### config.mk
export PLATFORM = sky130hd
export DESIGN_NAME = move_executor
export DESIGN_NICKNAME = d
export VERILOG_FILES = /design/src/rtl/rbot_pkg.sv /design/src/rtl/step_timer.sv /design/src/rtl/move_executor.sv
export SDC_FILE = /design/constraint.sdc
export NUM_CORES = 1
export LEC_CHECK = 0
export BUFFER_PORTS_ARGS = -buffer_cell sky130_fd_sc_hd__buf_2
export CAP_MARGIN = 10
export CORE_UTILIZATION = 48
export CTS_BUF_LIST = sky130_fd_sc_hd__clkbuf_2 sky130_fd_sc_hd__clkbuf_4 sky130_fd_sc_hd__clkbuf_8
export CTS_CLUSTER_DIAMETER = 60
export DETAILED_ROUTE_END_ITERATION = 8
export HOLD_SLACK_MARGIN = 0.05
export MAX_ROUTING_LAYER = met4
export PLACE_DENSITY = 0.79
export SLEW_MARGIN = 20
export SYNTH_ARGS = -nofsm -noshare
export SYNTH_HDL_FRONTEND = slang
export SYNTH_HIERARCHICAL = 1
export SYNTH_SLANG_ARGS = --single-unit
### constraint.sdc
create_clock -name clock -period 3.35 [get_ports clock]
set_input_delay 0.335 -clock clock [delete_from_list [all_inputs] [get_ports clock]]
set_output_delay 0.335 -clock clock [all_outputs]
set_load 0.03 [all_outputs]
### src/rtl/rbot_pkg.sv
// Shared types for the cube-robot move executor.
// Face indices, turn-type codes, executor states and the latched move record.
package rbot_pkg;

  typedef enum logic [2:0] {
    FACE_RIGHT = 3'd0,
    FACE_UP    = 3'd1,
    FACE_FRONT = 3'd2,
    FACE_LEFT  = 3'd3,
    FACE_BACK  = 3'd4,
    FACE_DOWN  = 3'd5
  } face_e;

  typedef enum logic [1:0] {
    TURN_CW   = 2'b00,
    TURN_CCW  = 2'b01,
    TURN_HALF = 2'b10,
    TURN_BAD  = 2'b11
  } turn_e;

  typedef enum logic [2:0] {
    ST_IDLE,
    ST_SETUP,
    ST_STEP_HI,
    ST_STEP_LO,
    ST_SETTLE,
    ST_DONE
  } state_e;

  // Matches the move_code layout: [4:3] turn, [2:0] face.
  typedef struct packed {
    turn_e      turn;
    logic [2:0] face;
  } move_t;

  function automatic int max3(int a, int b, int c);
    int m;
    m = (a > b) ? a : b;
    return (m > c) ? m : c;
  endfunction

endpackage

### src/rtl/step_timer.sv
// Loadable count-down timer; expire_o is high in the last cycle of a
// loaded interval. Ports: clock, reset_n, load_i/val_i, clr_i, expire_o.
module step_timer #(
  parameter int W = 8
) (
  input  logic         clock,
  input  logic         reset_n,
  input  logic         load_i,
  input  logic         clr_i,
  input  logic [W-1:0] val_i,
  output logic         expire_o
);

  logic [W-1:0] cnt_q;

  // A value of N loaded on an edge expires N cycles later.
  assign expire_o = (cnt_q == W'(1));

  always_ff @(posedge clock or negedge reset_n) begin
    if (!reset_n) begin
      cnt_q <= '0;
    end else if (clr_i) begin
      cnt_q <= '0;
    end else if (load_i) begin
      cnt_q <= val_i;
    end else if (cnt_q != '0) begin
      cnt_q <= cnt_q - W'(1);
    end
  end

endmodule

### src/rtl/move_executor.sv
// Runs one face turn on a stepper driver: enable/dir setup, step train, settle.
// Ports: move_code/move_valid/move_ready in, abort, dir/step/en pins, done/err/busy.
module move_executor
  import rbot_pkg::*;
#(
  parameter int NUM_AXES      = 6,
  parameter int QUARTER_STEPS = 50,
  parameter int STEP_HALF     = 500000,
  parameter int DIR_SETUP     = 1000,
  parameter int SETTLE        = 2000000
) (
  input  logic                clock,
  input  logic                reset_n,
  input  logic [4:0]          move_code,
  input  logic                move_valid,
  output logic                move_ready,
  input  logic                abort,
  output logic                dir_pin,
  output logic                step_pin,
  output logic [NUM_AXES-1:0] en_pins,
  output logic                move_done,
  output logic                move_err,
  output logic                busy
);

  localparam int TMAX = max3(DIR_SETUP, STEP_HALF, SETTLE);
  localparam int TW   = $clog2(TMAX + 1);
  localparam int SMAX = 2 * QUARTER_STEPS;
  localparam int SW   = $clog2(SMAX + 1);

  state_e        state_q, state_d;
  move_t         mv_q, mv_d, mv_in;
  logic [SW-1:0] cnt_q, cnt_d, tgt;

  logic          tm_load, tm_exp;
  logic [TW-1:0] tm_val;

  logic          legal, cancel, active;
  logic          err_d;

  logic [NUM_AXES-1:0] en_d, en_q;
  logic                dir_d, dir_q;
  logic                step_d, step_q;
  logic                done_d, done_q;
  logic                err_q, busy_q, ready_q;

  assign mv_in  = move_t'(move_code);
  assign legal  = (int'(mv_in.face) < NUM_AXES)
               && (mv_in.turn != TURN_BAD);
  assign cancel = abort && (state_q != ST_IDLE);
  assign tgt    = (mv_q.turn == TURN_HALF)
               ? SW'(SMAX) : SW'(QUARTER_STEPS);

  step_timer #(
    .W(TW)
  ) u_timer (
    .clock    (clock),
    .reset_n  (reset_n),
    .load_i   (tm_load),
    .clr_i    (cancel),
    .val_i    (tm_val),
    .expire_o (tm_exp)
  );

  always_comb begin
    state_d = state_q;
    mv_d    = mv_q;
    cnt_d   = cnt_q;
    tm_load = 1'b0;
    tm_val  = '0;
    err_d   = 1'b0;
    unique case (state_q)
      ST_IDLE: begin
        if (move_valid) begin
          if (legal) begin
            mv_d    = mv_in;
            cnt_d   = '0;
            state_d = ST_SETUP;
            tm_load = 1'b1;
            tm_val  = TW'(DIR_SETUP);
          end else begin
            err_d = 1'b1;
          end
        end
      end
      ST_SETUP: begin
        if (tm_exp) begin
          state_d = ST_STEP_HI;
          tm_load = 1'b1;
          tm_val  = TW'(STEP_HALF);
        end
      end
      ST_STEP_HI: begin
        if (tm_exp) begin
          state_d = ST_STEP_LO;
          tm_load = 1'b1;
          tm_val  = TW'(STEP_HALF);
        end
      end
      ST_STEP_LO: begin
        if (tm_exp) begin
          cnt_d   = cnt_q + SW'(1);
          tm_load = 1'b1;
          if (cnt_d >= tgt) begin
            state_d = ST_SETTLE;
            tm_val  = TW'(SETTLE);
          end else begin
            state_d = ST_STEP_HI;
            tm_val  = TW'(STEP_HALF);
          end
        end
      end
      ST_SETTLE: begin
        if (tm_exp) begin
          state_d = ST_DONE;
        end
      end
      ST_DONE: begin
        state_d = ST_IDLE;
      end
      default: begin
        state_d = ST_IDLE;
      end
    endcase
    if (cancel) begin
      state_d = ST_IDLE;
      cnt_d   = '0;
      tm_load = 1'b1;
      tm_val  = '0;
    end
  end

  // Pin outputs follow the current state one edge later, so every pin
  // moves on the edge after its state is entered; a cancel zeroes them
  // on the same edge that returns the state to idle.
  always_comb begin
    active = !cancel
          && (state_q inside {ST_SETUP, ST_STEP_HI,
                              ST_STEP_LO, ST_SETTLE});
    for (int i = 0; i < NUM_AXES; i++) begin
      en_d[i] = active && (int'(mv_q.face) == i);
    end
    dir_d  = active && (mv_q.turn != TURN_CCW);
    step_d = !cancel && (state_q == ST_STEP_HI);
    done_d = !cancel && (state_q == ST_DONE);
  end

  always_ff @(posedge clock or negedge reset_n) begin
    if (!reset_n) begin
      state_q <= ST_IDLE;
      mv_q    <= '0;
      cnt_q   <= '0;
      en_q    <= '0;
      dir_q   <= 1'b0;
      step_q  <= 1'b0;
      done_q  <= 1'b0;
      err_q   <= 1'b0;
      busy_q  <= 1'b0;
      ready_q <= 1'b1;
    end else begin
      state_q <= state_d;
      mv_q    <= mv_d;
      cnt_q   <= cnt_d;
      en_q    <= en_d;
      dir_q   <= dir_d;
      step_q  <= step_d;
      done_q  <= done_d;
      err_q   <= err_d;
      busy_q  <= (state_d != ST_IDLE);
      ready_q <= (state_d == ST_IDLE);
    end
  end

  assign move_ready = ready_q;
  assign busy       = busy_q;
  assign en_pins    = en_q;
  assign dir_pin    = dir_q;
  assign step_pin   = step_q;
  assign move_done  = done_q;
  assign move_err   = err_q;

endmodule

[Word level (Yosys, flattened, before mapping)]
Cells that the tools add are included.
Operators by class
  order comparisons: 2
  muxes and demuxes: 32
  eq/ne operators: 17
  add/sub/neg operators: 2
  reduce and logical (&&, ||, !) cells: 26
Operators with widths (count)
  $mux 21: 5
  $pmux 21 s3: 1
  $mux 7: 5
  $mux 3: 8
  $eq 21x1->1 const B: 1
  $reduce_bool 21->1: 1
  $sub 21x1->21 const B: 1
  $mux 10: 2
  $mux 19: 1
  $eq 3x3->1 const B: 6
  $pmux 3 s5: 1
  $pmux 7 s2: 1
  $logic_and 1x1->1: 12
  $reduce_bool 3->1: 4
  $eq 3x2->1 const B: 3
  $logic_not 3->1: 3
  $ne 3x3->1 const B: 3
  $add 7x1->7 const B: 1
  $ge 7x7->1: 1
  $mux 1: 7
  $reduce_and 4->1: 1
  $reduce_bool 4->1: 1
  $eq 3x1->1 const B: 1
  $lt 3x3->1 const B: 1
  other kinds (8): 8
Storage, ports and cells
  register bits after elaboration: 48
  input port bits: 9
  logic and storage cells: 91

[Longest topological paths before layout]
Gate-level depths: netlist of run 1.
  depth in word-level cells: 8
  depth in mapped cells: 12
  mapped depth without buffers: 12

[Hierarchy]
Netlist of run 1, hierarchy kept.
By module, submodules not included
  move_executor: sequential area each 676.9 um^2, cells each 131, times used 1, area each 1401.3 um^2
  step_timer: sequential area each 525.5 um^2, cells each 148, times used 1, area each 1307.5 um^2

[Worst setup path before layout of run 1]
OpenSTA, ideal clock, no wires.
  kind: register -> register
  from: reg u_timer.cnt_q[14]
  to: reg u_timer.cnt_q[12]
  stages on the path, launching flop included: 13
  data required time: 3.256 ns
  path slack: -0.013 ns
  arrival time: 3.269 ns
  clock period less this slack: 3.363 ns
  cell sequence: dfrtp_1 -> or4_4 -> or3_1 -> buf_2 -> nor3_1 -> nand2_1 -> o211ai_1 -> clkinv_1 -> and4_1 -> a31o_2 -> clkbuf_1 -> clkbuf_1 -> a211oi_1
Between the ends
  longest elaborated chain between the ends: 6
  elaborated cells on any way between the ends: 10
Ends and longest elaborated chain
  start, declared: line step_timer.sv:14  | logic [W-1:0] cnt_q;
  start signal, assigned: line step_timer.sv:25  | cnt_q <= val_i;
  start signal, assigned: line step_timer.sv:27  | cnt_q <= cnt_q - W'(1);
  $eq 21x1->1 *: line step_timer.sv:17  | assign expire_o = (cnt_q == W'(1));
  net tm_exp: line move_executor.sv:35  | logic tm_load, tm_exp;
  $mux 1 *: line move_executor.sv:87, move_executor.sv:94, move_executor.sv:101
  $pmux 1 s2 *: line move_executor.sv:72  | unique case (state_q)
  $mux 1 *: line move_executor.sv:125  | if (cancel) begin
  net tm_load: line move_executor.sv:35
  $mux 21: line step_timer.sv:24  | end else if (load_i) begin
  $mux 21: line step_timer.sv:22  | end else if (clr_i) begin
The timed path passes the listed nets; every way through them passes the cells marked *.
A chain may end at the register's enable or synchronous reset.

[Worst setup path after layout of run 1]
  from: reg u_timer.cnt_q[15]
  to: reg u_timer.cnt_q[20]
The elaborated chain is that of the path after synthesis.

==> results of run 1 <==
[area by class of cell]
class,count,area (um2)
clock inverter,3,68.8
clock buffer,5,68.8
fill,465,2240
multi-input combinational,215,1430
sequential,48,1200
inverter,10,37.5
timing repair buffer,25,140
tap,70,87.6
[layer usage]
metal	GRT usage [%]	wire length (um)	vias up
met4	8.49	84	0
met3	3.81	284	7
met5	-	0	-
met2	30.4	2620	66
met1	28.9	2630	1096
li1	-	-	1087
[kinds of logic after synthesis]
logic type	after synthesis	share of synthesized area (%)
muxes	6	2.45
xor gates and xnor gates	14	4.53
and+or+nand+nor	116	24.0
other	1	0.138
buffers and inverters	22	4.20
DFF	48	44.4
AOI/OAI and AO/OA	64	16.6
adders and majority gates	8	3.70
[worst paths after layout]
kind                                   startpoint  cells past startpoint                 to  slack, ns
worst max-delay path            u_timer/cnt_q[15]                      9  u_timer/cnt_q[20]       0.27
worst min-delay path                      reset_n                      1  u_timer/cnt_q[19]       0.03
worst max register to register  u_timer/cnt_q[15]                      9  u_timer/cnt_q[20]       0.27
worst min register to register            mv_q[3]                      1            dir_pin       0.48
max in group asynchronous                 reset_n                      1         en_pins[1]       2.90
min in group clock                   move_code[0]                      2            mv_q[0]       0.26
[power by group through the flow]
| stage | sequential, mW | combinational [mW] | clock [mW] |
|---|---|---|---|
| floorplan | 0.777 | 0.334 | 0 |
| global placement | 0.785 | 0.434 | 0 |
| detailed placement | 0.790 | 0.444 | 0 |
| CTS | 0.779 | 0.448 | 0.513 |
| global route | 0.802 | 0.509 | 0.539 |
| finish | 0.782 | 0.455 | 0.503 |
[worst register-to-register path: cells and delay by family (launching register included)]
kind / cells / cell delay (ns)
simple gates: 6 / 1.82
compound gates: 2 / 0.61
flops: 1 / 0.43
buf+inv: 1 / 0.11
[layout by cell type, fill, tap and decap left out, types with 8 or more instances in the layout]
master / instances
dfrtp_1: 47
nor2_1: 31
nand2_1: 22
buf_2: 19
o21ai_0: 17
xor2_1: 10
inv_1: 9
nand3_1: 8
ha_1: 8
[flip-flops by register name, indices dropped and copies added (netlist names)]
signal / cells
move_err: 1
mv_q: 5
cnt_q: 7
en_pins: 6
busy: 1
move_done: 1
dir_pin: 1
state_q: 3
move_ready: 1
step_pin: 1
u_timer/cnt_q: 21
[timing repair]
| action | 4_1_cts | 5_1_grt |
|---|---|---|
| endpoints found under the hold margin | 0 | 0 |
| hold buffers | 0 | 0 |
| resized for setup | 0 | 1 |
| buffers inserted | 0 | 0 |
| endpoints found under the setup margin | 0 | 1 |
==> reports/metrics.yaml, run 1 <==
ys_top_cells_by_area: "dfrtp_1 43%, nor2_1 4.3%, ha_1 3.7%"
vias: 2256
hold_path.class: "input pin to async pin"
max_cap_viol_count: 0
yosysWarnings: 6
slowest_delay_ns: 0.54
ant_nets: 0
rows: 26
combPwrFrac_pct: 26.2
first_global_vias: 2074
cts_sinks: 48
drc: 0
total_power_mw: 1.74
ys_seq_area_share_pct: 44.4
synth_cell_types: 58
cts_made_buffers: 5
synth_top_area_share_pct: 43.4
grt_setup_unrepaired: "false"
critical_path_class: "flop to flop"
fin_ws_ns: 0.269
slowest_stage: "or4_4"
worst_setup_path_start_kind: "flop"
synth-seq-cells: 48
tightest_slew_ns: 0.612
skew_ns: 0.0115
synth_common_cells: "47 x dfrtp_1, 31 x nor2_1, 22 x nand2_1"
grt_overflow: 0
finalCritPeriodShare_pct: 92.0
vias_per_cell: 6.00
dp_hpwl_um: 3840
die_w_um: 77.1
cp_data_required_time_ns: 3.56
grt_max_degree: 49
synthCells: 279
switching_share_pct: 33.0
run_status: "finished, final reports clean"
wl_um: 5620
antenna_found_initial: 0
dp.cells: 368
finalSetupViolCount: 0
p_int_mw: 1.17
grt_pass1_wl_um: 9780
cp_top_family: "simple AND/OR/NAND/NOR gates"
core-area_um2: 5270
place_area_um2: 2890
die_h_um: 77.1
fin_util_pct: 57.5
htreeDepth: 2
num-nets-final: 322
worstPathCellList: "or4_4 -> or3_1 -> nor3_4 -> nand2_1 -> o211ai_1 -> clkinv_1 -> and4_1 -> a31o_2 -> nor4_1"
p_switching_mw: 0.575
wl_per_cell_um: 15.0
synth.most_common_cell: "dfrtp_1"
n_antenna_cell: 0
root_buffer: "clkbuf_8"
syn_avg_cell_area_um2: 9.71
async_flop_share_pct: 100
grt.total_usage_pct: 21.0
cp-end-kind: "flop"
design_area_um2: 3030
finalNonFillerCells: 376
clk_path_buf_depth: 2
powerDensity_nw_per_um2: 574
fin_crit_ns: 3.08
synthFlopType: "dfrtp_1"
numPortBuffers: 20
clkTransAtPathRegs_ns: 0.10
first_pass_iters: 4
dieArea_um2: 5950
clockPowerShare_pct: 28.9
place_congestion: 0.858
p_seq_share_pct: 44.9
power.leakage_nw: 1.36
drt_iter0_markers: 232
layout-drive-gt1-share_pct: 17.0
synth_edf_count: 0
ir_worst_vdd_v: 0.000245
yosysTopAreaCell: "dfrtp_1"
worst_hold_slack_ns: 0.0289
hold_viol_final: 0
place_ws_ns: 0.268
crit_fanout: 18
clk_latency_ns: 0.30
critPathArrivalTime_ns: 3.29
tritoncts: "done"
fmax_ghz: 0.325
ios: 21
start_util_pct: 51.4
slew_viol_final: 0
area_growth_pct: 11.9
setup_tns_ns: 0
synthesis.area_um2: 2710
relSlewSlack_pct: 59.2
critPathBufInv: 1
(Power assumes the default switching activity.)
==> run 2, diff against run 1 <==
==> constraint.sdc (replaced) <==
create_clock -name clock -period 2.5 [get_ports clock]
set_input_delay 0.25 -clock clock [delete_from_list [all_inputs] [get_ports clock]]
set_output_delay 0.25 -clock clock [all_outputs]
set_load 0.03 [all_outputs]
==> reports/metrics.yaml, run 2 (synthesis gave the netlist of run 1 again) <==
fmax_ghz: 0.348  # +7.2%
finalNonFillerCells: 436  # +16%
clockPowerShare_pct: 22.9  # -6.0 points
cts_made_buffers: 5  # unchanged
ir_worst_vdd_v: 0.000314  # +28%
rows: 26  # unchanged
p_seq_share_pct: 38.9  # -6.0 points
slowest_delay_ns: 0.54  # about the same
hold_viol_final: 0  # unchanged
rrSetupSlack_ns: -0.37  # -0.64 ns
r2r-end: "u_timer/cnt_q[19]"
die_h_um: 77.1  # unchanged
drt_iter0_markers: 384  # +66%
grt_max_degree: 49  # unchanged
slowest_stage: "or4_4"
violations: "negative setup slack"
p_switching_mw: 0.955  # +66%
hold_path_end: "mv_q[0]"
ant_nets: 0  # unchanged
clkTransAtPathRegs_ns: 0.10  # about the same
die_w_um: 77.1  # unchanged
vias_per_cell: 6.31  # +5.2%
htreeDepth: 2  # unchanged
cts_sinks: 48  # unchanged
place_ws_ns: -0.281  # -0.549 ns
grt_pass1_wl_um: 11500  # +18%
critPathArrivalTime_ns: 3.09  # -0.20 ns
dp.cells: 403  # +9.5%
start_util_pct: 51.4  # unchanged
worst_setup_path_start_kind: "flop"
hold_path.class: "input pin to flop"
dieArea_um2: 5950  # unchanged
num-nets-final: 382  # +19%
fin_crit_ns: 2.87  # -0.207 ns
core-area_um2: 5270  # unchanged
relSlewSlack_pct: 59.3  # +0.077 points
grt.total_usage_pct: 25.1  # +4.1 points
finalCritPeriodShare_pct: 115  # +23 points
grt_overflow: 0  # unchanged
register_area_um2: 1200  # unchanged
drc: 0  # unchanged
layout_common_cells: "55 x buf_4, 47 x dfrtp_1, 26 x nor2_1, 22 x nand2_1, 20 x buf_2"
layout-drive-gt1-share_pct: 40.2  # +23 points
finalSetupViolCount: 31  # +31
setup_tns_ns: -6.65  # -6.65 ns
powerDensity_nw_per_um2: 697  # +21%
worstPathCellList: "or4_4 -> or3_4 -> nor3_4 -> nand2_1 -> o211ai_1 -> clkinv_2 -> and4_4 -> a31o_4 -> a311oi_2"
largest_reg_flops: 21  # unchanged
multi_input_area_um2: 1690  # +18%
grt_setup_unrepaired: "true"
p_int_mw: 1.67  # +43%
hp-start: "move_code[0]"
slew_viol_final: 0  # unchanged
hold_depth: 2
run_status: "finished, violations left"
clk_path_buf_depth: 2  # unchanged
fillers: 350  # -25%
numPortBuffers: 20  # unchanged
crit_fanout: 5  # -13
fin_util_pct: 71.5  # +14 points
critical_path_class: "flop to flop"
max_cap_viol_count: 0  # unchanged
first_pass_iters: 5  # +1
place_congestion: 0.865  # +0.78%
area_growth_pct: 39.1
reg2regPathDepth: 9  # unchanged
wl_per_cell_um: 18.5  # +23%
vias: 2751  # +22%
ios: 21  # unchanged
first_global_vias: 2409  # +16%
cp_data_required_time_ns: 2.71  # -0.85 ns
tritoncts: "done"
cp-end-kind: "flop"
r2r-start: "u_timer/cnt_q[14]"
skew_ns: 0.00884  # -0.00267 ns
dp_hpwl_um: 4210  # +9.8%
final_common_cell: "buf_4"
root_buffer: "clkbuf_8"
n_antenna_cell: 0  # unchanged
top_register: "u_timer/cnt_q"
combPwrFrac_pct: 38.2  # +12 points
antenna_found_initial: 0  # unchanged
switching_share_pct: 36.4  # +3.4 points
worst_hold_slack_ns: 0.171  # +0.142 ns
fin_ws_ns: -0.374  # -0.643 ns
power.leakage_nw: 1.71  # +26%
wl_um: 8050  # +43%
clk_latency_ns: 0.32  # +0.02 ns
tightest_slew_ns: 0.611  # -0.00115 ns
run 2: worst max-delay path by stage:
stage,from,to,slack (ns),cells past startpoint
final,u_timer/cnt_q[14],u_timer/cnt_q[19],-0.37,9
after global routing,u_timer/cnt_q[14],u_timer/cnt_q[19],-0.48,9
after CTS,u_timer/cnt_q[14],u_timer/cnt_q[19],-0.12,9
after detailed placement,u_timer/cnt_q[14],u_timer/cnt_q[19],-0.28,10
after global placement,u_timer/cnt_q[14],u_timer/cnt_q[19],-0.22,10
after floorplan,u_timer/cnt_q[14],u_timer/cnt_q[11],-0.47,12
run 2: area by class of cell:
cell class	instances	area share, %
clock buffers	5	1.83
clock inverters	3	1.23
inverters	10	1.03
multi-input cells	218	44.7
flip-flops and latches	48	31.9
well taps	70	2.32
repair buffers	82	16.9
run 2: per-layer routing:
layer | up-vias | global-route usage (%) | wire [um]
met3 | 41 | 4.05 | 595
met5 | - | - | 0
met1 | 1351 | 33.5 | 3380
li1 | 1211 | - | -
met2 | 148 | 37.6 | 3780
met4 | 0 | 10.6 | 298
run 2: what timing repair did:
action	CTS	global route
resized for setup	22	30
hold buffers	1	0
buffers inserted	7	14
endpoints found under the hold margin	24	0
cloned	3	2
endpoints found under the setup margin	31	31
pin swaps	12	13
run 2: metrics by stage:
stage | area (um2) | power (mW)
2_1_floorplan | 2790 | 1.51
3_3_place_gp | 3170 | 1.76
3_5_place_dp | 3170 | 1.79
4_1_cts | 3490 | 2.45
5_1_grt | 3770 | 2.74
6_report | 3770 | 2.62
run 2: critical path, delay by kind of cell, from the launching register on:
family,cells,cell delay [ns]
buffers and inverters,1,0.13
AO/OA/AOI/OAI,3,0.87
flip-flops,1,0.39
AND/OR/NAND/NOR,5,1.37
run 2: power by group through the flow:
| stage | sequential [mW] | combinational, mW | clock (mW) |
|---|---|---|---|
| 2_1_floorplan | 1.04 | 0.471 | 0 |
| 3_3_place_gp | 1.02 | 0.741 | 0 |
| 3_5_place_dp | 1.02 | 0.763 | 0 |
| 4_1_cts | 1.01 | 0.843 | 0.600 |
| 5_1_grt | 1.04 | 1.07 | 0.634 |
| 6_report | 1.02 | 1.00 | 0.601 |
==> run 3, diff against run 2 <==
--- a/config.mk
+++ b/config.mk
@@ -10,6 +10,7 @@
 export CORE_UTILIZATION = 48
 export CTS_BUF_LIST = sky130_fd_sc_hd__clkbuf_2 sky130_fd_sc_hd__clkbuf_4 sky130_fd_sc_hd__clkbuf_8
 export CTS_CLUSTER_DIAMETER = 60
+export CTS_CLUSTER_SIZE = 16
 export DETAILED_ROUTE_END_ITERATION = 8
 export HOLD_SLACK_MARGIN = 0.05
 export MAX_ROUTING_LAYER = met4
@@ -17,5 +18,4 @@
 export SLEW_MARGIN = 20
 export SYNTH_ARGS = -nofsm -noshare
 export SYNTH_HDL_FRONTEND = slang
-export SYNTH_HIERARCHICAL = 1
 export SYNTH_SLANG_ARGS = --single-unit
==> reports/metrics.yaml, run 3 <==
synthesis.area_um2: 2440  # -9.9%
grt_max_degree: 27  # -45%
root_buffer: "clkbuf_8"
clk_path_buf_depth: 2  # unchanged
final_common_cell: "dfrtp_1"
place_area_um2: 2740  # -14%
numPortBuffers: 20  # unchanged
first_global_vias: 1909  # -21%
use_met2_pct: 33.8  # -3.8 points
run_status: "finished, final reports clean"
clk_latency_ns: 0.31  # about the same
rows: 25  # -3.8%
clkTransAtPathRegs_ns: 0.09  # about the same
dieArea_um2: 5380  # -9.6%
die_w_um: 73.3  # -4.9%
skew_ns: 0.00817  # -0.000668 ns
drc: 0  # unchanged
antenna_found_initial: 0  # unchanged
slowest_delay_ns: 0.55  # about the same
design_area_um2: 2940  # -22%
tritoncts: "done"
vias_per_cell: 5.34  # -15%
core-area_um2: 4820  # -8.6%
finalSetupViolCount: 0  # -100%
synth-seq-cells: 48  # unchanged
crit_fanout: 6  # +1
crit_top_cell: "or4_4"
grt.total_usage_pct: 21.4  # -3.7 points
max_cap_viol_count: 0  # unchanged
synthFlopType: "dfrtp_1"
relSlewSlack_pct: 64.9  # +5.6 points
grt-busiest-layer: "met2"
yosysWarnings: 0  # -6
ios: 21  # unchanged
die_h_um: 73.3  # -4.9%
first_pass_iters: 4  # -1
synth_common_cells: "47 x dfrtp_1, 32 x nor2_1, 31 x nand2_1"
start_util_pct: 50.7  # -0.73 points
worstPathCellList: "or4_4 -> or3_4 -> or4_4 -> or3_1 -> a31oi_1"
dp_hpwl_um: 3550  # -16%
total_power_mw: 2.26  # -14%
ir_worst_vdd_v: 0.000423  # +35%
cts_sinks: 48  # unchanged
largest_reg_flops: 21  # unchanged
critical_path_class: "flop to flop"
fmax_ghz: 0.410  # +18%
grt_util_met1_pct: 27.9  # -5.6 points
critPathArrivalTime_ns: 2.67  # -0.42 ns
async_flop_share_pct: 100  # unchanged
worst_setup_path_start_kind: "flop"
drt_iter0_markers: 77  # -80%
power.leakage_nw: 1.40  # -18%
htreeDepth: 2  # unchanged
cp_data_required_time_ns: 2.73  # +0.02 ns
syn_avg_cell_area_um2: 9.46  # -2.5%
layout-drive-gt1-share_pct: 21.6  # -19 points
top_register: "u_timer.cnt_q"
vias: 1965  # -29%
wl_um: 4930  # -39%
wl_per_cell_um: 13.4  # -27%
tightest_slew_ns: 0.527  # -0.0839 ns
synth.most_common_cell: "dfrtp_1"
synthCells: 258  # -7.5%
grt_pass1_wl_um: 8560  # -26%
n_antenna_cell: 0  # unchanged
yosysTopAreaCell: "dfrtp_1"
ys_top_cells_by_area: "dfrtp_1 48%, nor2_1 4.9%, nand2_1 4.8%"
grt_overflow: 0  # unchanged
synth_cell_types: 40  # -31%
slowest_stage: "or4_4"
finalCritPeriodShare_pct: 97.5  # -17 points
area_growth_pct: 20.2
ant_nets: 0  # unchanged
layout_common_cells: "47 x dfrtp_1, 31 x nand2_1, 30 x nor2_1, 22 x buf_4, 20 x buf_2"
grt_setup_unrepaired: "true"
powerDensity_nw_per_um2: 770  # +11%
synth_edf_count: 0  # unchanged
slew_viol_final: 0  # unchanged
num-nets-final: 316  # -17%
synth_top_area_share_pct: 48.2  # +4.8 points
cp-end-kind: "flop"
hold_viol_final: 0  # unchanged
dp.cells: 356  # -12%
ys_seq_area_share_pct: 49.3  # +4.9 points
place_congestion: 0.948  # +9.6%
fin_crit_ns: 2.44  # -0.436 ns
hold_path.class: "input pin to flop"
synth_nets: 274
rrSetupSlack_ns: 0.06  # +0.44 ns
finalNonFillerCells: 368  # -16%
met3_usage_pct: 3.16  # -0.89 points
cts_made_buffers: 5  # unchanged
==> run 3: cell types whose count changed after synthesis, moves of 4 or more <==
cell,delta
a21oi_1,+5
a311oi_1,-6
a31oi_1,-4
buf_6,-4
mux2_2,-5
nand2_1,+9
nor3_1,+4
o21ai_0,-8
or4_1,-7
xnor2_1,+8
==> run 3: final timing paths <==
kind                            cells past startpoint          endpoint        startpoint
worst max-delay path                                5          cnt_q[2]  u_timer.cnt_q[9]
worst min register to register                      1           dir_pin           mv_q[3]
worst min-delay path                                3           mv_q[0]      move_code[0]
max in group asynchronous                           3  u_timer.cnt_q[1]           reset_n
min in group asynchronous                           2          cnt_q[0]           reset_n
worst max register to register                      5          cnt_q[2]  u_timer.cnt_q[9]
==> run 3: what timing repair did <==
action	4_1_cts	5_1_grt
setup endpoints to repair	7	18
pin swaps	0	8
buffers inserted	0	3
hold endpoints to repair	21	0
resized for setup	1	12
hold buffers	1	0
==> run 3: cell families (layout without fill, tap and decap cells) <==
kind of cell | after synthesis | count (layout) | synth area share, %
buffers and inverters | 16 | 59 | 2.56
adders and majority gates | 7 | 7 | 3.59
xor gates and xnor gates | 22 | 22 | 7.89
and+or+nand+nor | 123 | 123 | 25.3
DFF | 48 | 48 | 49.3
AOI/OAI and AO/OA | 40 | 40 | 10.6
muxes | 2 | 2 | 0.820
==> run 3: layout make-up <==
type                    instances  area (um2)
clock buffers                   5        68.8
clock inverters                 3        46.3
fillers                       411        1880
inverters                       8        30.0
multi-input cells             194        1230
flip-flops and latches         48        1200
well taps                      67        83.8
repair buffers                 43         275
==> run 3: worst max-delay path, delay by kind of cell (launching register included) <==
kind            cells  cell delay [ns]
simple gates        4             1.80
compound gates      1             0.17
flops               1             0.39
==> run 3: per-stage QoR <==
step | util, % | setup TNS (ns) | worst slack, ns | hold WS (ns)
after floorplan | - | 0 | 0.0150 | -0.0456
after global placement | 56.8 | 0 | 0.0241 | 0.246
after detailed placement | 56.8 | -0.0345 | -0.0225 | 0.255
after CTS | 59.5 | 0 | 0.0159 | 0.134
after global routing | 60.9 | -0.0423 | -0.0264 | 0.151
final | 60.9 | 0 | 0.0615 | 0.132
==> run 3: where the power goes <==
group	switching, mW	total [mW]	internal (mW)
registers	0.128	1.04	0.911
clock network	0.274	0.575	0.301
logic	0.358	0.646	0.288
==> run 3: routing by layer <==
metal  share of wire [%]  wire length [um]
met1                  49              2430
met4                 1.7                82
met5                   0                 0
met3                 3.3               165
met2                  46              2250
